==> src/rtl/memory_island_bank_arbiter_if.sv <==
// Request/response bundle between the island interconnect, one arbiter and one bank.
// master = requesters plus bank data return; slave = arbiter.
interface memory_island_bank_arbiter_if #(
   parameter int AddrWidth = 32,
   parameter int DataWidth = 64,
   parameter int NumNarrow = 4
);
   logic [NumNarrow-1:0]                  narrow_req_i;
   logic [NumNarrow-1:0]                  narrow_gnt_o;
   logic [NumNarrow-1:0][AddrWidth-1:0]   narrow_addr_i;
   logic [NumNarrow-1:0]                  narrow_we_i;
   logic [NumNarrow-1:0][DataWidth-1:0]   narrow_wdata_i;
   logic [NumNarrow-1:0][DataWidth/8-1:0] narrow_strb_i;
   logic [NumNarrow-1:0]                  narrow_rvalid_o;
   logic [DataWidth-1:0]                  narrow_rdata_o;

   logic                   wide_req_i;
   logic                   wide_gnt_o;
   logic [AddrWidth-1:0]   wide_addr_i;
   logic                   wide_we_i;
   logic [DataWidth-1:0]   wide_wdata_i;
   logic [DataWidth/8-1:0] wide_strb_i;
   logic                   wide_rvalid_o;
   logic [DataWidth-1:0]   wide_rdata_o;

   logic                   bank_req_o;
   logic [AddrWidth-1:0]   bank_addr_o;
   logic                   bank_we_o;
   logic [DataWidth-1:0]   bank_wdata_o;
   logic [DataWidth/8-1:0] bank_be_o;
   logic [DataWidth-1:0]   bank_rdata_i;

   modport master (
      output narrow_req_i, narrow_addr_i, narrow_we_i,
      output narrow_wdata_i, narrow_strb_i,
      input  narrow_gnt_o, narrow_rvalid_o, narrow_rdata_o,
      output wide_req_i, wide_addr_i, wide_we_i,
      output wide_wdata_i, wide_strb_i,
      input  wide_gnt_o, wide_rvalid_o, wide_rdata_o,
      input  bank_req_o, bank_addr_o, bank_we_o,
      input  bank_wdata_o, bank_be_o,
      output bank_rdata_i
   );

   modport slave (
      input  narrow_req_i, narrow_addr_i, narrow_we_i,
      input  narrow_wdata_i, narrow_strb_i,
      output narrow_gnt_o, narrow_rvalid_o, narrow_rdata_o,
      input  wide_req_i, wide_addr_i, wide_we_i,
      input  wide_wdata_i, wide_strb_i,
      output wide_gnt_o, wide_rvalid_o, wide_rdata_o,
      output bank_req_o, bank_addr_o, bank_we_o,
      output bank_wdata_o, bank_be_o,
      input  bank_rdata_i
   );
endinterface

==> src/rtl/memory_island_bank_arbiter.sv <==
// Per-bank arbiter: round-robin narrow ports, one wide port with starvation escape.
// MEMORY_ISLAND_BANK_ARB_STATS_EN enables the contention counter.
module memory_island_bank_arbiter #(
   parameter int AddrWidth        = 32,
   parameter int DataWidth        = 64,
   parameter int NumNarrow        = 4,
   parameter int WidePriorityWait = 0,
   parameter int StatsWidth       = 16
) (
   input  logic                  clk_i,
   input  logic                  rst_i,
   memory_island_bank_arbiter_if.slave bus,
   output logic [StatsWidth-1:0] conflict_cnt_o
);

   localparam int IdxW  = (NumNarrow > 1) ? $clog2(NumNarrow) : 1;
   localparam int WaitW = (WidePriorityWait > 0) ?
                          $clog2(WidePriorityWait + 1) : 1;
   localparam logic [WaitW-1:0] WaitMax = WaitW'(WidePriorityWait);
   localparam logic [IdxW-1:0]  LastIdx = IdxW'(NumNarrow - 1);

   logic [IdxW-1:0]  rr_q;
   logic [WaitW-1:0] wait_q;
   logic             rsp_valid_q;
   logic             rsp_wide_q;
   logic [IdxW-1:0]  rsp_idx_q;

   logic            n_found;
   logic [IdxW-1:0] n_idx;
   int unsigned     cand;
   logic            wide_prio;
   logic            wide_win;
   logic            narrow_win;

   always_comb begin
      n_found = 1'b0;
      n_idx   = '0;
      cand    = 0;
      for (int i = 0; i < NumNarrow; i++) begin
         cand = (int'(rr_q) + i) % NumNarrow;
         if (!n_found && bus.narrow_req_i[cand[IdxW-1:0]]) begin
            n_found = 1'b1;
            n_idx   = cand[IdxW-1:0];
         end
      end
   end

   assign wide_prio  = (WidePriorityWait != 0) && (wait_q == WaitMax);
   assign wide_win   = !rst_i && bus.wide_req_i && (!n_found || wide_prio);
   assign narrow_win = !rst_i && n_found && !wide_win;

   always_comb begin
      bus.narrow_gnt_o = '0;
      if (narrow_win) bus.narrow_gnt_o[n_idx] = 1'b1;
   end

   assign bus.wide_gnt_o = wide_win;
   assign bus.bank_req_o = wide_win || narrow_win;

   always_comb begin
      bus.bank_addr_o  = bus.narrow_addr_i[n_idx];
      bus.bank_we_o    = bus.narrow_we_i[n_idx];
      bus.bank_wdata_o = bus.narrow_wdata_i[n_idx];
      bus.bank_be_o    = bus.narrow_strb_i[n_idx];
      if (wide_win) begin
         bus.bank_addr_o  = bus.wide_addr_i;
         bus.bank_we_o    = bus.wide_we_i;
         bus.bank_wdata_o = bus.wide_wdata_i;
         bus.bank_be_o    = bus.wide_strb_i;
      end
   end

   always_ff @(posedge clk_i) begin
      if (rst_i) begin
         rr_q        <= '0;
         wait_q      <= '0;
         rsp_valid_q <= 1'b0;
         rsp_wide_q  <= 1'b0;
         rsp_idx_q   <= '0;
      end else begin
         rsp_valid_q <= wide_win || narrow_win;
         rsp_wide_q  <= wide_win;
         rsp_idx_q   <= n_idx;
         if (narrow_win)
            rr_q <= (n_idx == LastIdx) ? '0 : n_idx + 1'b1;
         if (WidePriorityWait == 0 || !bus.wide_req_i || wide_win)
            wait_q <= '0;
         else if (wait_q != WaitMax)
            wait_q <= wait_q + 1'b1;
      end
   end

   // Responses are masked during reset so a pending beat never escapes.
   always_comb begin
      bus.narrow_rvalid_o = '0;
      if (!rst_i && rsp_valid_q && !rsp_wide_q)
         bus.narrow_rvalid_o[rsp_idx_q] = 1'b1;
   end

   assign bus.wide_rvalid_o  = !rst_i && rsp_valid_q && rsp_wide_q;
   assign bus.narrow_rdata_o = bus.bank_rdata_i;
   assign bus.wide_rdata_o   = bus.bank_rdata_i;

`ifdef MEMORY_ISLAND_BANK_ARB_STATS_EN
   logic [StatsWidth-1:0] cnt_q;
   int unsigned           n_busy;

   always_comb begin
      n_busy = bus.wide_req_i ? 1 : 0;
      for (int i = 0; i < NumNarrow; i++)
         n_busy = n_busy + (bus.narrow_req_i[i] ? 1 : 0);
   end

   always_ff @(posedge clk_i) begin
      if (rst_i)            cnt_q <= '0;
      else if (n_busy >= 2) cnt_q <= cnt_q + 1'b1;
   end

   assign conflict_cnt_o = cnt_q;
`else
   assign conflict_cnt_o = '0;
`endif

endmodule

==> src/flat_wrapper.sv <==
// flat-port wrapper written by rule: the top's interface ports become plain ports
module memory_island_bank_arbiter_flat 
#(
   parameter int AddrWidth        = 32,
   parameter int DataWidth        = 64,
   parameter int NumNarrow        = 4,
   parameter int WidePriorityWait = 0,
   parameter int StatsWidth       = 16
)
  (clk_i, rst_i, conflict_cnt_o, bus_narrow_req_i, bus_narrow_addr_i, bus_narrow_we_i, bus_narrow_wdata_i, bus_narrow_strb_i, bus_narrow_gnt_o, bus_narrow_rvalid_o, bus_narrow_rdata_o, bus_wide_req_i, bus_wide_addr_i, bus_wide_we_i, bus_wide_wdata_i, bus_wide_strb_i, bus_wide_gnt_o, bus_wide_rvalid_o, bus_wide_rdata_o, bus_bank_req_o, bus_bank_addr_o, bus_bank_we_o, bus_bank_wdata_o, bus_bank_be_o, bus_bank_rdata_i);
  memory_island_bank_arbiter_if #(.AddrWidth(AddrWidth), .DataWidth(DataWidth), .NumNarrow(NumNarrow)) bus_i ();
  input  logic clk_i;
  input  logic rst_i;
  output logic [StatsWidth-1:0] conflict_cnt_o;
  input wire logic [$bits(bus_i.narrow_req_i)-1:0] bus_narrow_req_i;
  input wire logic [$bits(bus_i.narrow_addr_i)-1:0] bus_narrow_addr_i;
  input wire logic [$bits(bus_i.narrow_we_i)-1:0] bus_narrow_we_i;
  input wire logic [$bits(bus_i.narrow_wdata_i)-1:0] bus_narrow_wdata_i;
  input wire logic [$bits(bus_i.narrow_strb_i)-1:0] bus_narrow_strb_i;
  output wire logic [$bits(bus_i.narrow_gnt_o)-1:0] bus_narrow_gnt_o;
  output wire logic [$bits(bus_i.narrow_rvalid_o)-1:0] bus_narrow_rvalid_o;
  output wire logic [$bits(bus_i.narrow_rdata_o)-1:0] bus_narrow_rdata_o;
  input wire logic [$bits(bus_i.wide_req_i)-1:0] bus_wide_req_i;
  input wire logic [$bits(bus_i.wide_addr_i)-1:0] bus_wide_addr_i;
  input wire logic [$bits(bus_i.wide_we_i)-1:0] bus_wide_we_i;
  input wire logic [$bits(bus_i.wide_wdata_i)-1:0] bus_wide_wdata_i;
  input wire logic [$bits(bus_i.wide_strb_i)-1:0] bus_wide_strb_i;
  output wire logic [$bits(bus_i.wide_gnt_o)-1:0] bus_wide_gnt_o;
  output wire logic [$bits(bus_i.wide_rvalid_o)-1:0] bus_wide_rvalid_o;
  output wire logic [$bits(bus_i.wide_rdata_o)-1:0] bus_wide_rdata_o;
  output wire logic [$bits(bus_i.bank_req_o)-1:0] bus_bank_req_o;
  output wire logic [$bits(bus_i.bank_addr_o)-1:0] bus_bank_addr_o;
  output wire logic [$bits(bus_i.bank_we_o)-1:0] bus_bank_we_o;
  output wire logic [$bits(bus_i.bank_wdata_o)-1:0] bus_bank_wdata_o;
  output wire logic [$bits(bus_i.bank_be_o)-1:0] bus_bank_be_o;
  input wire logic [$bits(bus_i.bank_rdata_i)-1:0] bus_bank_rdata_i;
  assign bus_i.narrow_req_i = bus_narrow_req_i;
  assign bus_i.narrow_addr_i = bus_narrow_addr_i;
  assign bus_i.narrow_we_i = bus_narrow_we_i;
  assign bus_i.narrow_wdata_i = bus_narrow_wdata_i;
  assign bus_i.narrow_strb_i = bus_narrow_strb_i;
  assign bus_narrow_gnt_o = bus_i.narrow_gnt_o;
  assign bus_narrow_rvalid_o = bus_i.narrow_rvalid_o;
  assign bus_narrow_rdata_o = bus_i.narrow_rdata_o;
  assign bus_i.wide_req_i = bus_wide_req_i;
  assign bus_i.wide_addr_i = bus_wide_addr_i;
  assign bus_i.wide_we_i = bus_wide_we_i;
  assign bus_i.wide_wdata_i = bus_wide_wdata_i;
  assign bus_i.wide_strb_i = bus_wide_strb_i;
  assign bus_wide_gnt_o = bus_i.wide_gnt_o;
  assign bus_wide_rvalid_o = bus_i.wide_rvalid_o;
  assign bus_wide_rdata_o = bus_i.wide_rdata_o;
  assign bus_bank_req_o = bus_i.bank_req_o;
  assign bus_bank_addr_o = bus_i.bank_addr_o;
  assign bus_bank_we_o = bus_i.bank_we_o;
  assign bus_bank_wdata_o = bus_i.bank_wdata_o;
  assign bus_bank_be_o = bus_i.bank_be_o;
  assign bus_i.bank_rdata_i = bus_bank_rdata_i;
  memory_island_bank_arbiter #(.AddrWidth(AddrWidth), .DataWidth(DataWidth), .NumNarrow(NumNarrow), .WidePriorityWait(WidePriorityWait), .StatsWidth(StatsWidth)) u_core (.clk_i(clk_i), .rst_i(rst_i), .bus(bus_i), .conflict_cnt_o(conflict_cnt_o));
endmodule
==> config.mk <==
export PLATFORM = sky130hd
export DESIGN_NAME = memory_island_bank_arbiter_flat
export DESIGN_NICKNAME = d
export VERILOG_FILES = /design/src/rtl/memory_island_bank_arbiter_if.sv /design/src/rtl/memory_island_bank_arbiter.sv /design/src/flat_wrapper.sv
export SDC_FILE = /design/constraint.sdc
export NUM_CORES = 1
export LEC_CHECK = 0
export CAP_MARGIN = 20
export CORE_AREA = 2 2 337 339
export CTS_BUF_LIST = sky130_fd_sc_hd__clkbuf_16
export DETAILED_ROUTE_END_ITERATION = 16
export DIE_AREA = 0 0 339 341
export PLACE_DENSITY_LB_ADDON = 0.2
export SLEW_MARGIN = 20
export SYNTH_ARGS = -nofsm -noshare
export SYNTH_HDL_FRONTEND = slang
export SYNTH_SLANG_ARGS = --single-unit
==> constraint.sdc <==
create_clock -name clk_i -period 2.7 [get_ports clk_i]
set_input_delay 0.54 -clock clk_i [delete_from_list [all_inputs] [get_ports clk_i]]
set_output_delay 0.54 -clock clk_i [all_outputs]
set_load 0.02 [all_outputs]
==> results of run 1 <==
-- cell families after synthesis --
logic type,Yosys count
buffers and inverters,227
muxes,105
AOI/OAI and AO/OA,213
DFF,6
adders and majority gates,4
other,1
and+or+nand+nor,245
-- through the flow --
| step | total power, uW | worst slack [ps] |
|---|---|---|
| finish | 7910 | -250 |
| global route | 8350 | -345 |
| CTS | 7530 | -318 |
| detailed placement | 5870 | -1250 |
| global placement | 5890 | -1260 |
| floorplan | 2930 | -65.8 |
-- area by class of cell --
class | instances | share of cell area
Clock buffer | 3 | 0.00444
Timing Repair Buffer | 893 | 0.557
Multi-Input combinational cell | 583 | 0.316
Sequential cell | 6 | 0.00710
Antenna cell | 3 | 0.000444
Tap cell | 1500 | 0.111
Inverter | 5 | 0.00326
-- where the power goes --
part           switching [uW]  internal, uW  total [uW]
sequential               15.2           101         116
combinational            3490          4060        7540
clock                    55.7           191         246
-- layer usage --
metal  vias up  share of wire  GRT usage
met1      4316           0.40      0.120
li1       4215              -          -
met5         -        0.00043          0
met2       484           0.51      0.186
met4         4          0.027     0.0231
met3        88          0.063     0.0237
-- cells in the final DEF (no fill, tap or decap), types with 2 or more instances in the layout --
| cell | netlist | layout |
|---|---|---|
| a211oi_1 | 186 | 61 |
| a211oi_2 | 24 | 138 |
| a211oi_4 | 0 | 11 |
| and2_1 | 4 | 3 |
| and3_1 | 106 | 100 |
| and3_4 | 0 | 5 |
| buf_12 | 0 | 43 |
| buf_16 | 0 | 19 |
| buf_2 | 23 | 4 |
| buf_4 | 156 | 199 |
| buf_6 | 5 | 78 |
| buf_8 | 0 | 13 |
| clkbuf_16 | 0 | 7 |
| clkdlybuf4s50_1 | 0 | 527 |
| conb_1 | 1 | 16 |
| dfxtp_1 | 6 | 6 |
| diode_2 | 0 | 3 |
| dlygate4sd2_1 | 0 | 4 |
| ha_1 | 4 | 4 |
| inv_1 | 2 | 2 |
| mux2i_1 | 105 | 67 |
| mux2i_2 | 0 | 22 |
| mux2i_4 | 0 | 16 |
| nand2_1 | 3 | 3 |
| nand2b_1 | 4 | 2 |
| nand2b_4 | 0 | 2 |
| nand4b_4 | 2 | 2 |
| nor2_1 | 115 | 93 |
| nor2_2 | 1 | 13 |
| nor2_4 | 0 | 10 |
-- Yosys cell counts (all sizes together), types with 2 or more instances --
cell      n  area, um2
a211oi  210       1700
buf     190       1370
nor2    116        438
and3    106        663
mux2i   105       1050
clkbuf   32        120
dfxtp     6        120
and2      4       25.0
ha        4       50.1
inv       4       15.0
nand2     4       22.5
nand2b    4       25.0
a21oi     2       10.0
nand4b    2       47.6
nor3      2       21.3
-- worst max-delay path: cells and delay by family --
kind	cells	cell delay, ps
buf+inv	6	940
simple gates	3	630
compound gates	2	250
-- worst paths after layout --
| check | from | endpoint | slack (ps) | depth (start not counted) |
|---|---|---|---|---|
| setup / recovery | bus_narrow_req_i[1] | bus_bank_wdata_o[42] | -250 | 11 |
| hold / removal | u_core.rr_q[0]$_SDFFE_PP0P_ | u_core.rr_q[0]$_SDFFE_PP0P_ | 510 | 2 |
| setup reg to reg | u_core.rr_q[1]$_SDFFE_PP0P_ | u_core.rr_q[1]$_SDFFE_PP0P_ | 810 | 9 |
| hold reg to reg | u_core.rr_q[0]$_SDFFE_PP0P_ | u_core.rr_q[0]$_SDFFE_PP0P_ | 510 | 2 |
-- registers in the layout, summed over array words and instances (netlist names) --
register            flops
u_core.rsp_idx_q        2
u_core.rsp_valid_q      1
u_core.rsp_wide_q       1
u_core.rr_q             2
-- timing repair --
item	4_1_cts	5_1_grt
cloned	16	4
resized for setup	813	171
pin swaps	56	55
buffers inserted	65	19
hold buffers	0	0
endpoints found under the setup margin	114	109
==> flow_metrics.py, run 1 <==
metrics = {
    "status": {
        "status": "finished, violations left",
        "failed_checks": "setup timing",
    },
    "synthesis": {
        "ys_seq_area_frac": 0.0209,
        "ys_ff_latch": 6,
        "synth_fa_ha_area_frac": 0.00871,
        "ys_types": 33,
        "synth_top_family_by_area": "compound AO/OA/AOI/OAI gates",
        "synthesis.area_mm2": 0.00575,
        "synth-main-ff-cell": "dfxtp_1",
        "synth_async_sr_flop_share": 0,
        "synth_compound_area_frac": 0.299,
        "yosys_warnings": 0,
        "synth-simple-area-share": 0.226,
        "synth_xor_area_frac": 0,
        "synth_edf_count": 0,
        "synthMuxAreaShare": 0.183,
        "syn_avg_cell_area_um2": 7.17,
        "synthCells": 801,
    },
    "power_and_ir_drop": {
        "vdd_drop_max_mv": 0.186,
        "powerDensity_mw_per_mm2": 467,
        "p_leak_uw": 0.00659,
    },
    "global_route": {
        "globalRouteOverflowTotal": 0,
        "grt_pass1_vias": 10200,
        "antenna_found_initial": 9,
        "grt_pass1_wl_um": 83600,
        "grtUsageTotal": 0.102,
        "grt_max_degree": 56,
    },
    "drt": {
        "drt-initial-drc-count": 168,
        "wl_per_cell_um": 21.2,
        "wl_um": 63500,
        "via_count": 9107,
        "routed_via_density": 3.04,
        "post-route-drc-count": 0,
        "drt_pass1_iterations": 4,
        "ant_nets": 0,
    },
    "clocking": {
        "clock_latency_ps": 230,
        "cts_buffers": 3,
        "root_buffer": "clkbuf_16",
        "cts_tree": "yes",
        "cts_buffer_depth": 2,
        "cts.clk_slew.worst_paths_ps": 40,
        "cts_max_level": 1,
        "cts_sinks": 6,
    },
    "timing": {
        "skew_ps": 1.60,
        "clock.fmax_mhz": 339,
        "hold_ws_ps": 513,
        "period_minus_slack_ps": 2950,
        "min_period_over_period": 1.09,
        "setup_violations": 107,
        "hold_viol": 0,
        "maxSlewViolCount": 0,
        "rsz0062_at_grt": "true",
        "setup_tns_ps": -15460,
        "fin_ws_ps": -250,
    },
    "final_layout": {
        "multi_input_area_mm2": 0.00535,
        "drive_gt1_frac": 0.399,
        "post-route-util": 0.151,
        "area_delta_synth_final_pct": 194,
        "seq_area_um2": 120,
        "layout.nets": 2092,
        "n_fill_cell": 12700,
        "fin_area_mm2": 0.0169,
        "final_cells": 2993,
    },
    "critical_path": {
        "start_kind": "input port",
        "cp-end-kind": "primary output",
        "critical_path_class": "input port to primary output",
        "critPathMaxStageDelay_ps": 280,
        "crit_arrival_ps": 2410,
        "critPathRequiredTime_ps": 2160,
        "cpMostUsedCell": "buf_6",
        "crit_path_top_delay_cell": "or2_4",
        "cp_cell_sequence": "buf_8 -> or2_4 -> buf_6 -> nand4b_4 -> buf_6 -> buf_16 -> and3_1 -> a211oi_2 -> buf_4 -> a211oi_4 -> buf_12",
        "cp_max_fo": 24,
    },
    "placement": {
        "dpl.hpwl_um": 48700,
        "gp_congestion": 0.841,
        "place_inst": 2903,
        "dpl-instance-area_mm2": 0.0142,
        "port_buffers": 647,
    },
    "floorplanning": {
        "initial_core_util": 0.0514,
        "fp.dieH_um": 341,
        "fp.dieW_um": 339,
        "coreArea_mm2": 0.112,
        "io_pins": 856,
        "num_rows": 123,
        "dieArea_mm2": 0.116,
    },
    "job": {
        "maxCapViolCount": 0,
    },
    "worst_hold_path": {
        "hold_class": "flip-flop to flip-flop",
    },
}
Power figures use the tool's default switching activity.
==> run 2: changes to the inputs <==
Settings changed: GPL_TIMING_DRIVEN set to 1, HOLD_SLACK_MARGIN set to 0.06.
==> results of run 2 <==
Same layout as run 1: the final DEF is identical, and so are final timing and power.
==> run 3: changes to the inputs <==
Settings changed: CORE_AREA 2 2 337 339 to 2 2 332 334, DIE_AREA 0 0 339 341 to 0 0 334 336, TNS_END_PERCENT set to 5.
Clock period 2.7 ns to 2.5 ns, I/O delays scaled along.
==> flow_metrics.py, run 3 (synthesis results as in run 1) <==
metrics = {
    "status": {
        "status": "finished, violations left",
        "failed_checks": "setup timing",
    },
    "power_and_ir_drop": {
        "powerDensity_mw_per_mm2": 479,
        "p_leak_uw": 0.00604,
        "sw_frac_of_total": 0.470,
        "seqPwrFrac": 0.018,
        "vdd_drop_max_mv": 0.208,
        "clockPowerShare": 0.038,
        "p_int_uw": 3880,
        "p_sw_uw": 3440,
        "pwr-share-comb": 0.945,
    },
    "critical_path": {
        "reg2reg_depth": 9,
        "r2r-end": "u_core.rr_q[1]$_SDFFE_PP0P_",
        "critical_path_class": "flip-flop to primary output",
        "critPathRequiredTime_ps": 2000,
        "crit_arrival_ps": 2440,
        "r2r_setup_slack_ps": 680,
        "cp-end-kind": "primary output",
        "start_kind": "flip-flop",
        "r2r-start": "u_core.rr_q[0]$_SDFFE_PP0P_",
        "cp_max_fo": 6,
    },
    "placement": {
        "port_buffers": 647,
        "gp_congestion": 0.821,
        "dpl.hpwl_um": 51200,
        "place_worst_setup_slack_ps": -1400,
    },
    "drt": {
        "ant_nets": 0,
        "post-route-drc-count": 0,
        "wl_per_cell_um": 21.9,
        "drt_pass1_iterations": 4,
        "routed_via_density": 3.07,
        "wl_um": 62500,
        "via_count": 8748,
        "drt-initial-drc-count": 254,
    },
    "timing": {
        "min_period_over_period": 1.18,
        "skew_ps": 6.57,
        "maxSlewViolCount": 0,
        "period_minus_slack_ps": 2940,
        "setup_violations": 108,
        "rsz0062_at_grt": "true",
        "fin_ws_ps": -438,
        "hold_viol": 0,
        "clock.fmax_mhz": 340,
    },
    "final_layout": {
        "layout.nets": 2034,
        "area_delta_synth_final_pct": 166,
        "final_cell_mix": "clkdlybuf4s50_1 (527), buf_4 (198), a211oi_1 (117)",
        "reg.largest.list": "u_core.rr_q: 2 flops, u_core.rsp_idx_q: 2 flops",
        "post-route-util": 0.141,
        "drive_gt1_frac": 0.328,
        "final_common_cell": "clkdlybuf4s50_1",
    },
    "floorplanning": {
        "dieArea_mm2": 0.112,
        "fp.dieH_um": 336,
        "io_pins": 856,
        "initial_core_util": 0.0530,
        "num_rows": 121,
        "coreArea_mm2": 0.108,
        "fp.dieW_um": 334,
    },
    "worst_hold_path": {
        "hold_end": "u_core.rr_q[0]$_SDFFE_PP0P_",
        "hold_class": "flip-flop to flip-flop",
        "hold_path_startpoint": "u_core.rr_q[0]$_SDFFE_PP0P_",
        "min_path_cells": 2,
    },
    "global_route": {
        "globalRouteOverflowTotal": 0,
        "grt_max_degree": 33,
        "antenna_found_initial": 19,
        "grtUsageTotal": 0.102,
        "grt_pass1_wl_um": 79900,
        "grt_pass1_vias": 9549,
    },
    "clocking": {
        "cts_buffers": 3,
        "cts_hold_buffers": 0,
        "cts_sinks": 6,
        "cts_max_level": 1,
        "cts.clk_slew.worst_paths_ps": 40,
        "cts_buffer_depth": 2,
        "cts_tree": "yes",
        "clock_latency_ps": 230,
        "root_buffer": "clkbuf_16",
    },
    "job": {
        "maxCapViolCount": 0,
    },
}
==> run 3: critical path, cell delays in order, from the launching register on <==
cell and delay, ps:
dfxtp_2 340, and2b_1 190, nand4b_4 250, nand2_8 160, inv_12 50, buf_12 140, buf_16 150, buf_4 170
buf_4 140, mux2i_1 140, a211oi_2 250, buf_4 190
==> run 3: per-stage QoR <==
stage / TNS [ps] / power [uW] / std cells / instance area, um2 / hold WS [ps]
floorplan: -5690 / 3150 / 816 / 5800 / 472
global placement: -122880 / 6390 / 2794 / 14000 / 524
detailed placement: -123260 / 6370 / 2794 / 14000 / 514
CTS: -34780 / 7000 / 2821 / 14700 / 522
global route: -37090 / 7770 / 2848 / 15300 / 539
finish: -27330 / 7320 / 2848 / 15300 / 509
==> run 3: worst max-delay path by stage <==
| stage | from | end | slack (ps) |
|---|---|---|---|
| CTS | bus_narrow_req_i[3] | bus_bank_wdata_o[8] | -510 |
| global placement | bus_narrow_req_i[1] | bus_bank_wdata_o[5] | -1410 |
| detailed placement | bus_narrow_req_i[1] | bus_bank_wdata_o[8] | -1400 |
| finish | u_core.rr_q[0]$_SDFFE_PP0P_ | bus_bank_be_o[0] | -440 |
| floorplan | bus_narrow_req_i[1] | bus_bank_addr_o[14] | -190 |
| global route | u_core.rr_q[0]$_SDFFE_PP0P_ | bus_bank_wdata_o[61] | -530 |
==> run 3: layout make-up <==
type                       count  area (um2)
fill                       12500       93100
tap                         1414        1770
sequential                     6         123
antenna                        2        5.00
multi-input combinational    583        4890
timing repair buffer         835        8380
inverter                       5        36.3
clock buffer                   3        75.1
==> run 3: metal layers <==
metal / share of wire / track usage
met5: 0.0012 / 0
met2: 0.47 / 0.174
met4: 0.040 / 0.0377
met1: 0.40 / 0.120
met3: 0.083 / 0.0295
==> run 3: power by group through the flow <==
| stage | Combinational (uW) | Sequential, uW | Clock, uW |
|---|---|---|---|
| floorplan | 3030 | 121 | 0 |
| global placement | 6270 | 127 | 0 |
| detailed placement | 6240 | 128 | 0 |
| CTS | 6600 | 127 | 279 |
| global route | 7360 | 131 | 287 |
| finish | 6920 | 129 | 277 |
==> run 3: what timing repair did <==
| action | CTS | global route |
|---|---|---|
| setup buffers | 18 | 22 |
| pin swaps | 22 | 42 |
| setup endpoints to repair | 116 | 114 |
| resized for setup | 642 | 155 |
| gates cloned | 8 | 3 |
==> edit 1: new RTL, config.mk and constraints of run 3 <==
Build with the macro `MEMORY_ISLAND_BANK_ARB_STATS_EN` defined.
--- a/src/rtl/memory_island_bank_arbiter.sv
+++ b/src/rtl/memory_island_bank_arbiter.sv
@@ -1,4 +1,6 @@
 // Per-bank arbiter: round-robin narrow ports, one wide port with starvation escape.
 // MEMORY_ISLAND_BANK_ARB_STATS_EN enables the contention counter.
+`define MEMORY_ISLAND_BANK_ARB_STATS_EN
+
 module memory_island_bank_arbiter #(
    parameter int AddrWidth        = 32,
Formal check against the unedited RTL: not equivalent (Yosys sat finds a counterexample within 4 cycles, from zero or initial values and one cycle with rst_i high).
==> edit 1 against run 3 <==
The run still ends with setup timing left. Wire length grew 1.0%. Final area is 7.7% higher. Clock power increased by 69%. Power decreased by 27%. Sequential cell count up 16. Sequential power increased to 3.0 times the old value. Synthesized area fell by 4.0%. Worst setup slack better by 46 ps. Largest cell class unchanged. Largest power group unchanged. Highest routed layer unchanged.
==> edit 1: results (changes against run 3) <==
[power_and_ir_drop]
p_leak_nw=6.16  ; was 6.04 nW
p_int_mw=3.14  ; was 3.88 mW
combPwrFrac=0.841  ; was 0.945
pg_comb_mw=4.49  ; was 6.92 mW

[placed_design]
dp.cells=2790  ; was 2794
place_ws_ps=-1310  ; was -1400 ps
dp_hpwl_um=51400  ; was 51200 um
routabilityCongestion=0.880  ; was 0.821

[worst_setup_path]
crit_path_max_incr_delay_ps=450  ; was 340 ps
reg2reg_depth=7  ; was 9
crit_path_start=bus_narrow_req_i[2]  ; was u_core.rr_q[0]$_SDFFE_PP0P_

[synth]
seq_area_frac_synth=0.0798  ; was 0.0209
yosys.cell_types.count=39  ; was 33
synth-compound-area-share=0.306  ; was 0.299
synth_area_leaders=mux2i_1 19%, buf_4 18%, a221oi_1 17%  ; was a211oi_1 24%, buf_4 20%, mux2i_1 18%

[routing]
routed_wl_um=63100  ; was 62500 um
dr_wl_met2_um=30100  ; was 29600 um
drt_iter0_drc=268  ; was 254
wl_met1_um=26900  ; was 25100 um
met3WireLength_um=4560  ; was 5200 um

[final_layout]
nonClockBufferCount=862  ; was 835
n_antenna_cell=5  ; was 2
buffer_area_frac=0.541  ; was 0.548
drive_gt1_frac=0.365  ; was 0.328
nNetsFinal=2021  ; was 2034
inverters_excl_clock=9  ; was 5
nMultiInputCombCells=524  ; was 583

[global_routing]
first_global_vias=9741  ; was 9549
grt_max_degree=37  ; was 33
grt_pass1_wl_um=82000  ; was 79900 um
met2_usage=0.179  ; was 0.174

[sta]
tns_ps=-32820  ; was -27330 ps
setup_violations=108  ; unchanged
fin_worst_skew_ps=1.63  ; was 6.57 ps
layout_setup_ws_ps=-392  ; was -438 ps

[outcome]
status=finished, violations left  ; unchanged
failed_checks=setup timing  ; unchanged

[worst_hold_path]
hold_end=u_core.conflict_cnt_o[1]$_SDFFE_PP0P_  ; was u_core.rr_q[0]$_SDFFE_PP0P_

edit 1: logic make-up (layout without fill, tap and decap cells):
logic type,Yosys count,in the layout
other,0,5
buffers and inverters,214,875
AO/OA/AOI/OAI,227,227
multiplexers,106,106
flip-flops,22,22
XOR/XNOR,15,15
AND/OR/NAND/NOR,173,173
adder cells (fa/ha/maj),3,3
edit 1: how the worst max path moves through the flow:
stage	depth (start not counted)	slack (ps)	endpoint
after floorplan	8	-100	bus_narrow_gnt_o[3]
after global placement	10	-1330	bus_bank_wdata_o[46]
after detailed placement	10	-1310	bus_bank_wdata_o[46]
after CTS	10	-460	bus_bank_we_o
after global routing	11	-480	bus_bank_wdata_o[56]
final	11	-390	bus_bank_wdata_o[56]
edit 1: repair_timing:
item | 4_1_cts | 5_1_grt
endpoints found under the setup margin | 132 | 121
hold endpoints to repair | 0 | 0
resized for setup | 748 | 81
gates cloned | 9 | 1
pin swaps | 66 | 24
buffers inserted | 29 | 10
==> edit 2: new RTL, settings of run 3 <==
Without the edit above. `DataWidth` is set to 64 in 3 places; all go to 68.
--- a/src/rtl/memory_island_bank_arbiter_if.sv
+++ b/src/rtl/memory_island_bank_arbiter_if.sv
@@ -3,5 +3,5 @@
 interface memory_island_bank_arbiter_if #(
    parameter int AddrWidth = 32,
-   parameter int DataWidth = 64,
+   parameter int DataWidth = 68,
    parameter int NumNarrow = 4
 );
--- a/src/rtl/memory_island_bank_arbiter.sv
+++ b/src/rtl/memory_island_bank_arbiter.sv
@@ -3,5 +3,5 @@
 module memory_island_bank_arbiter #(
    parameter int AddrWidth        = 32,
-   parameter int DataWidth        = 64,
+   parameter int DataWidth        = 68,
    parameter int NumNarrow        = 4,
    parameter int WidePriorityWait = 0,
--- a/src/flat_wrapper.sv
+++ b/src/flat_wrapper.sv
@@ -3,5 +3,5 @@
 #(
    parameter int AddrWidth        = 32,
-   parameter int DataWidth        = 64,
+   parameter int DataWidth        = 68,
    parameter int NumNarrow        = 4,
    parameter int WidePriorityWait = 0,
Ports: changed (6 resized); port bits go from 856 to 892. The function was not compared with the original's and may differ.
==> edit 2 against run 3 <==
The run still ends with setup timing left. Critical path depth did not move. Sequential cell count did not move. Combinational power up 14%. Count of clock-buffer cells in the layout stayed put. Worst setup slack got worse by 29 ps. Power increased by 13%. Maximum frequency shrank 0.97%. Synthesized area rose by 21%. Final area increased by 7.9%. Wire length shrank 2.7%. Critical endpoint is now bus_bank_addr_o[18].
==> edit 2: results (changes against run 3) <==
[global_routing]
antenna_found_initial=16  ; was 19
first_global_vias=9986  ; was 9549
track_usage=0.0999  ; was 0.102
grt_max_degree=56  ; was 33
grt_pass1_wl_um=79200  ; was 79900 um

[synth]
synth_cells=835  ; was 801
yosys.cell_types.count=35  ; was 33
synth_area_leaders=a211oi_2 33%, buf_4 19%, mux2i_1 16%  ; was a211oi_1 24%, buf_4 20%, mux2i_1 18%
muxShareOfSynthArea=0.157  ; was 0.183
seq_area_frac_synth=0.0173  ; was 0.0209
synth-adder-area-share=0.00721  ; was 0.00871
synth.top_cells.by_count=183 x a211oi_2, 175 x buf_4, 119 x nor2_1  ; was 186 x a211oi_1, 156 x buf_4, 115 x nor2_1

[worst_setup_path]
slowest_stage=a211oi_4  ; was dfxtp_2
worstPathArrival_ps=2470  ; was 2440 ps
regToRegSetupSlack_ps=610  ; was 680 ps
cp_max_fo=55  ; was 6
crit_path_max_incr_delay_ps=300  ; was 340 ps
crit_path_end=bus_bank_addr_o[18]  ; was bus_bank_be_o[0]
crit_path_start=bus_narrow_req_i[3]  ; was u_core.rr_q[0]$_SDFFE_PP0P_

[final_layout]
clkCellAreaFrac=0.00455  ; was 0.00491
buffer_area_frac=0.531  ; was 0.548
nMultiInputCombCells=603  ; was 583
fill_cells=12400  ; was 12500
seq_area_um2=121  ; was 123 um^2
seq_cell_count=6  ; unchanged
nonClockBufferCount=860  ; was 835
n_antenna_cell=3  ; was 2
multi_input_area_um2=5730  ; was 4890 um^2
nNetsFinal=2103  ; was 2034
drive_gt1_frac=0.410  ; was 0.328

[sta]
setup_violations=113  ; was 108
fin_worst_skew_ps=2.37  ; was 6.57 ps
tns_ps=-29030  ; was -27330 ps
layout_setup_ws_ps=-467  ; was -438 ps

[power_and_ir_drop]
ir_drop_v=0.000201  ; was 0.000208 V
seqPwrFrac=0.015  ; was 0.018
p_seq_mw=0.120  ; was 0.129 mW
power_frac_clock=0.031  ; was 0.038
p_leak_nw=6.26  ; was 6.04 nW

[placed_design]
dpl-instance-area_um2=15200  ; was 14000 um^2
place_ws_ps=-1310  ; was -1400 ps
portBuffers=671  ; was 647
routabilityCongestion=0.829  ; was 0.821
dp_hpwl_um=49900  ; was 51200 um
dp.cells=2840  ; was 2794

[outcome]
failed_checks=setup timing  ; unchanged
status=finished, violations left  ; unchanged

[routing]
viasPerCell=3.07  ; about the same
wl_per_cell_um=21.0  ; was 21.9 um
routed_wl_um=60800  ; was 62500 um
drt_iter0_drc=226  ; was 254

[worst_hold_path]
holdCritStartpoint=u_core.rr_q[0]$_SDFFE_PP0P_  ; unchanged
hold_end=u_core.rr_q[0]$_SDFFE_PP0P_  ; unchanged

[edit 2: changes by cell type in the layout (fill, tap and decap cells not counted), sizes merged]
cell,run 3,this run
a211oi,210,218
clkdlybuf4s50,527,547
clkbuf,9,10
dlygate4sd2,2,5
mux2i,105,109
diode,2,3
inv,5,4
and3,106,110
clkdlybuf4s15,6,8
nor2,116,120
clkinv,0,1
buf,290,289
[edit 2: what timing repair did]
| action | CTS | global route |
|---|---|---|
| gates cloned | 6 | 3 |
| setup endpoints to repair | 119 | 113 |
| setup buffers | 15 | 28 |
| resized for setup | 505 | 209 |
| pin swaps | 13 | 40 |
[edit 2: metal layers]
| metal | wire length, um | vias to the layer above | global-route usage |
|---|---|---|---|
| met5 | 21 | - | 0 |
| met4 | 1520 | 4 | 0.0263 |
| met3 | 3460 | 98 | 0.0192 |
| met2 | 29900 | 436 | 0.178 |
| met1 | 25800 | 4137 | 0.122 |
| li1 | - | 4217 | - |
